**src/rtl/tdc_tot_assembler.sv**
```systemverilog
// TOT word assembler for the TDC path.
// Combines the fine phase code and coarse count from the TOT fine encoder into
// one linear TOT word, flags encoder errors and saturation, keeps saturating
// error/drop counters, and buffers results in a 2-entry first-word-fall-through
// FIFO toward the pixel readout.
//
// Ports:
//   clk, reset        clock and synchronous active-high reset
//   hit_valid         one-cycle hit strobe qualifying fine_code/fine_err/coarse_cnt
//   fine_code         6-bit fine phase code
//   fine_err          bubble error flag from the fine encoder
//   coarse_cnt        TOT coarse count
//   cnt_clear         synchronous clear of err_count and drop_count
//   tot_valid/ready   valid/ready handshake of the FIFO head
//   tot_code          assembled TOT of the FIFO head
//   tot_flags         {sat, err} of the FIFO head
//   err_count         saturating count of hits with err=1
//   drop_count        saturating count of hits lost to a full FIFO
module tdc_tot_assembler #(
  parameter int unsigned FINE_STEPS = 42,
  parameter int unsigned COARSE_W   = 3,
  parameter int unsigned TOT_W      = 9,
  parameter int unsigned ERRCNT_W   = 8
) (
  input  logic                clk,
  input  logic                reset,
  input  logic                hit_valid,
  input  logic [5:0]          fine_code,
  input  logic                fine_err,
  input  logic [COARSE_W-1:0] coarse_cnt,
  input  logic                cnt_clear,
  output logic                tot_valid,
  input  logic                tot_ready,
  output logic [TOT_W-1:0]    tot_code,
  output logic [1:0]          tot_flags,
  output logic [ERRCNT_W-1:0] err_count,
  output logic [ERRCNT_W-1:0] drop_count
);

  localparam int unsigned SumW = TOT_W + 1;
  localparam logic [SumW-1:0] TotMax = {1'b0, {TOT_W{1'b1}}};

  // Stage S1: capture and classify the hit
  logic                s1_valid_q;
  logic                s1_err_q;
  logic [5:0]          s1_fine_q;
  logic [COARSE_W-1:0] s1_coarse_q;
  logic                s1_err_d;

  assign s1_err_d = fine_err | (32'(fine_code) >= FINE_STEPS);

  always_ff @(posedge clk) begin
    if (reset) begin
      s1_valid_q  <= 1'b0;
      s1_err_q    <= 1'b0;
      s1_fine_q   <= '0;
      s1_coarse_q <= '0;
    end else begin
      s1_valid_q <= hit_valid;
      if (hit_valid) begin
        s1_err_q    <= s1_err_d;
        s1_fine_q   <= s1_err_d ? 6'd0 : fine_code;
        s1_coarse_q <= coarse_cnt;
      end
    end
  end

  // Stage S2: linearise and saturate
  logic [SumW-1:0]  sum;
  logic             s2_sat_d;
  logic [TOT_W-1:0] s2_tot_d;
  logic             s2_valid_q;
  logic             s2_err_q;
  logic             s2_sat_q;
  logic [TOT_W-1:0] s2_tot_q;

  always_comb begin
    sum      = SumW'(s1_coarse_q) * SumW'(FINE_STEPS) + SumW'(s1_fine_q);
    s2_sat_d = (sum > TotMax);
    s2_tot_d = s2_sat_d ? {TOT_W{1'b1}} : sum[TOT_W-1:0];
  end

  always_ff @(posedge clk) begin
    if (reset) begin
      s2_valid_q <= 1'b0;
      s2_err_q   <= 1'b0;
      s2_sat_q   <= 1'b0;
      s2_tot_q   <= '0;
    end else begin
      s2_valid_q <= s1_valid_q;
      if (s1_valid_q) begin
        s2_err_q <= s1_err_q;
        s2_sat_q <= s2_sat_d;
        s2_tot_q <= s2_tot_d;
      end
    end
  end

  // 2-entry FWFT FIFO
  logic [TOT_W-1:0] mem_code_q  [2];
  logic [1:0]       mem_flags_q [2];
  logic             wr_ptr_q, rd_ptr_q;
  logic [1:0]       count_q, count_d;
  logic             full, pop, push, drop;

  always_comb begin
    full    = (count_q == 2'd2);
    pop     = tot_valid & tot_ready;
    // A pop frees the slot being written, so push succeeds even when full.
    push    = s2_valid_q & (~full | pop);
    drop    = s2_valid_q & full & ~pop;
    count_d = count_q;
    if (push && !pop) begin
      count_d = count_q + 2'd1;
    end else if (pop && !push) begin
      count_d = count_q - 2'd1;
    end
  end

  always_ff @(posedge clk) begin
    if (reset) begin
      wr_ptr_q <= 1'b0;
      rd_ptr_q <= 1'b0;
      count_q  <= 2'd0;
    end else begin
      count_q <= count_d;
      if (push) wr_ptr_q <= ~wr_ptr_q;
      if (pop)  rd_ptr_q <= ~rd_ptr_q;
    end
  end

  always_ff @(posedge clk) begin
    if (push) begin
      mem_code_q[wr_ptr_q]  <= s2_tot_q;
      mem_flags_q[wr_ptr_q] <= {s2_sat_q, s2_err_q};
    end
  end

  assign tot_valid = (count_q != 2'd0);
  assign tot_code  = tot_valid ? mem_code_q[rd_ptr_q]  : '0;
  assign tot_flags = tot_valid ? mem_flags_q[rd_ptr_q] : 2'b00;

  // Saturating counters; cnt_clear wins over a same-cycle increment
  logic [ERRCNT_W-1:0] err_count_q, err_count_d;
  logic [ERRCNT_W-1:0] drop_count_q, drop_count_d;

  always_comb begin
    err_count_d  = err_count_q;
    drop_count_d = drop_count_q;
    if (cnt_clear) begin
      err_count_d  = '0;
      drop_count_d = '0;
    end else begin
      if (s2_valid_q && s2_err_q && (err_count_q != {ERRCNT_W{1'b1}})) begin
        err_count_d = err_count_q + 1'b1;
      end
      if (drop && (drop_count_q != {ERRCNT_W{1'b1}})) begin
        drop_count_d = drop_count_q + 1'b1;
      end
    end
  end

  always_ff @(posedge clk) begin
    if (reset) begin
      err_count_q  <= '0;
      drop_count_q <= '0;
    end else begin
      err_count_q  <= err_count_d;
      drop_count_q <= drop_count_d;
    end
  end

  assign err_count  = err_count_q;
  assign drop_count = drop_count_q;

endmodule

```
**config.mk**
```make
export PLATFORM = sky130hd
export DESIGN_NAME = tdc_tot_assembler
export DESIGN_NICKNAME = d
export VERILOG_FILES = /design/src/rtl/tdc_tot_assembler.sv
export SDC_FILE = /design/constraint.sdc
export NUM_CORES = 1
export LEC_CHECK = 0
export BUFFER_PORTS_ARGS = -buffer_cell sky130_fd_sc_hd__buf_2
export CORE_UTILIZATION = 55
export DETAILED_ROUTE_END_ITERATION = 16
export PLACE_DENSITY = 0.77
export SETUP_SLACK_MARGIN = 0.02
export SLEW_MARGIN = 10
export SYNTH_ARGS = -nofsm -noshare
export SYNTH_HDL_FRONTEND = slang
export SYNTH_SLANG_ARGS = --single-unit
```
**constraint.sdc**
```tcl
create_clock -name clk -period 6.15 [get_ports clk]
set_clock_uncertainty 0.15 [all_clocks]
set_input_delay 0.3075 -clock clk [delete_from_list [all_inputs] [get_ports clk]]
set_output_delay 0.3075 -clock clk [all_outputs]
set_load 0.1 [all_outputs]
```
==> reports/qor.csv <==
metric,value,unit
core area,5172,sq um
DRC,0,
# IOs,43,
part of the Yosys area used for sequential elements,0.5129,
Detail Placement HPWL,3.852,mm
ANT cells,0,
initial antenna violation count,0,
crit share post-route,0.4528,
final std cells w/o fill,404,
WL per Instance,14.08,microns
critical path depth in cells,8,
"commonest non-fill, non-tap cell in the layout",nor2_1,
Fill cells,420,
Synth area leader,dfxtp_1,
"CTS clk-pin slew, worst paths",70,ps
number of global-route vias before repair,2040,
CP max stage delay,500,ps
Clock Tree Root,clkbuf_8,
Ys Warns,0,
final count of pins violating max slew,0,
Critical Path RT,6220,ps
DP Worst Slack,3406,ps
slew margin rel.,0.3436,
die footprint,5764,sq um
cell area after synthesis,3005,sq um
remaining antenna violation count after routing,0,
Inserted Clock Buffers,9,
RR Endpoint,s2_tot_q[7],
Worst Path Buf+Inv,0,
CP max stage cell,dfxtp_1,
"FFs w/ async S/R, synth",0,
Synth Instances,287,
drt total wl,5.687,mm
clock latency on the worst-skew pair,330,ps
power density over the cells,360.6,nW/um^2
hold buffer count at CTS,0,
cells along the critical path,ha_1 -> ha_1 -> ha_1 -> ha_1 -> a41oi_1 -> o21ai_1 -> nor4bb_1 -> a2111oi_1,
Worst path top cell family by delay,adder cells,
layout cells sized above 1,0.1707,
largest net degree at the start of global routing,32,
Final Hold Fails,0,
NumNets Final,358,
CTS max path bufs,2,
Critical path origin,s1_coarse_q[2],
worst flop-to-flop path startpoint,s1_coarse_q[2],
RSZ-0062 raised after global routing,false,
prevailing post-synth register cell,dfxtp_1,
fmax,359.1,MHz
kind of critical path,reg2reg,
IO Port Bufs,42,
Hold WC Path Type,in2reg,
"Remaining Overflow, GRT",0,
Crit. End Element,flop,
outcome,completed,
worst setup margin,3365,ps
R2R Setup Slk,3370,ps
Tightest Pin Transition,982.6,ps
Layout area overhead,14.40,%
most frequent cells in the layout,"nor2_1, dfxtp_1, buf_2",
Max H-tree Level,3,
Post-CTS Resized,0,
Placed Cells,388,
die width,75.92,microns
library cells used by synthesis,47,
Avg Inst Size Synth,10.47,sq um
Initial Util,0.5810,
"EDFF count, synth",22,
DRT Pass-1 Iters,5,
vias,2237,
max-cap violation count,0,
peak supply drop,0.0002610,V
Worst Path Max Fanout,9,
final setup TNS,0,ps
gr usage total,0.2082,
Rows,26,
CP endpoint,s2_tot_q[7],
Seq cells post-synth,66,
R2R cell count,8,
CP Launch Type,flop,
CP Data Arrival Time,2850,ps
number of setup violations in the final report,0,
CP most frequent cell,ha_1,
Area contributors post-synth,"dfxtp_1, edfxtp_1, nor2_1, mux2i_1, ha_1",
# clock sinks,66,
min cycle time layout,2785,ps
Pwr Total,1.240,mW
first-pass GRT wire length,9.542,mm
CTS tree,yes,
share of the synthesized area in the top cell type,0.2931,
Final GP Congestion,0.7657,
vias per cell,5.537,
# Post-CTS Setup Buffers,0,
Pleak,1.421,nW
1st-iter DRT viols,74,
Die Ht,75.92,microns
Syn Nets,316,
[worst min-delay path by stage]
stage / slack, ps / startpoint / cells past startpoint / end
4_1_cts: 60 / coarse_cnt[1] / 3 / s1_coarse_q[1]
6_report: 60 / coarse_cnt[1] / 3 / s1_coarse_q[1]
5_1_grt: 100 / coarse_cnt[2] / 3 / s1_coarse_q[2]
2_1_floorplan: 280 / s2_tot_q[8] / 0 / mem_code_q[0][8]
3_5_place_dp: 300 / s2_tot_q[7] / 0 / mem_code_q[1][7]
3_3_place_gp: 280 / s2_tot_q[3] / 0 / mem_code_q[0][3]
[where the power goes]
group | internal [mW] | switching, mW
clock | 0.184 | 0.152
combinational | 0.0774 | 0.320
sequential | 0.473 | 0.0331
total | 0.735 | 0.505
[Yosys cell counts, types with 5 or more instances]
cell       n
o21ai_0    6
nor2_1    53
xnor2_1    6
clkbuf_1   8
edfxtp_1  22
inv_1      7
mux2i_1   18
nand3_1    5
dfxtp_1   44
nand2_1   11
xor2_1    13
a21oi_1    9
a32oi_1    6
ha_1      13
a211oi_1   7
[state kept, by name, summed over array words and instances, names as in the netlist, named ones only]
register	flops
s1_fine_q	6
s2_sat_q	1
err_count	8
mem_code_q	18
wr_ptr_q	1
s1_err_q	1
s1_valid_q	1
rd_ptr_q	1
s1_coarse_q	3
mem_flags_q	4
count_q	2
s2_tot_q	9
drop_count	8
s2_valid_q	1
s2_err_q	1
[layout make-up]
cell class / instances / area (sq um) / area share
inverter: 7 / 26.28 / 0.007642
sequential: 66 / 1541 / 0.4483
clock buffer: 12 / 135.1 / 0.03930
clock inverter: 4 / 42.54 / 0.01237
multi-input combinational: 203 / 1395 / 0.4057
timing repair buffer: 42 / 210.2 / 0.06114
tap: 70 / 87.58 / 0.02547
[worst register-to-register path, stage by stage, from the launching register on]
cell	delay [ps]
dfxtp_1	500
ha_1	240
ha_1	220
ha_1	260
ha_1	360
a41oi_1	200
o21ai_1	200
nor4bb_1	190
a2111oi_1	360
[through the flow]
stage | utilization | cell area [sq um] | hold slack (ps)
after floorplan | - | 3005 | 275.7
after global placement | 0.6304 | 3261 | 284.9
after detailed placement | 0.6304 | 3261 | 299.2
after CTS | 0.6647 | 3438 | 60.32
after global routing | 0.6647 | 3438 | 96.93
final | 0.6647 | 3438 | 64.52
[cells by family (layout without fill, tap and decap cells)]
group	count (synthesis)	count (layout)	share of synthesized area
AO/OA/AOI/OAI	56	56	0.1328
XOR/XNOR	19	19	0.05537
adder cells (fa/ha/maj)	14	14	0.06078
buffers and inverters	18	65	0.02290
flip-flops	66	66	0.5129
multiplexers	18	18	0.05995
AND/OR/NAND/NOR	96	96	0.1553
[metal layers]
layer | GRT usage | wire length (microns) | share of wire
met5 | 0 | 0 | 0
met4 | 0.09808 | 97 | 0.017
met3 | 0.03614 | 209 | 0.037
met2 | 0.3482 | 2761 | 0.49
met1 | 0.2621 | 2618 | 0.46
No activity file was read; power rests on OpenSTA's default activity.
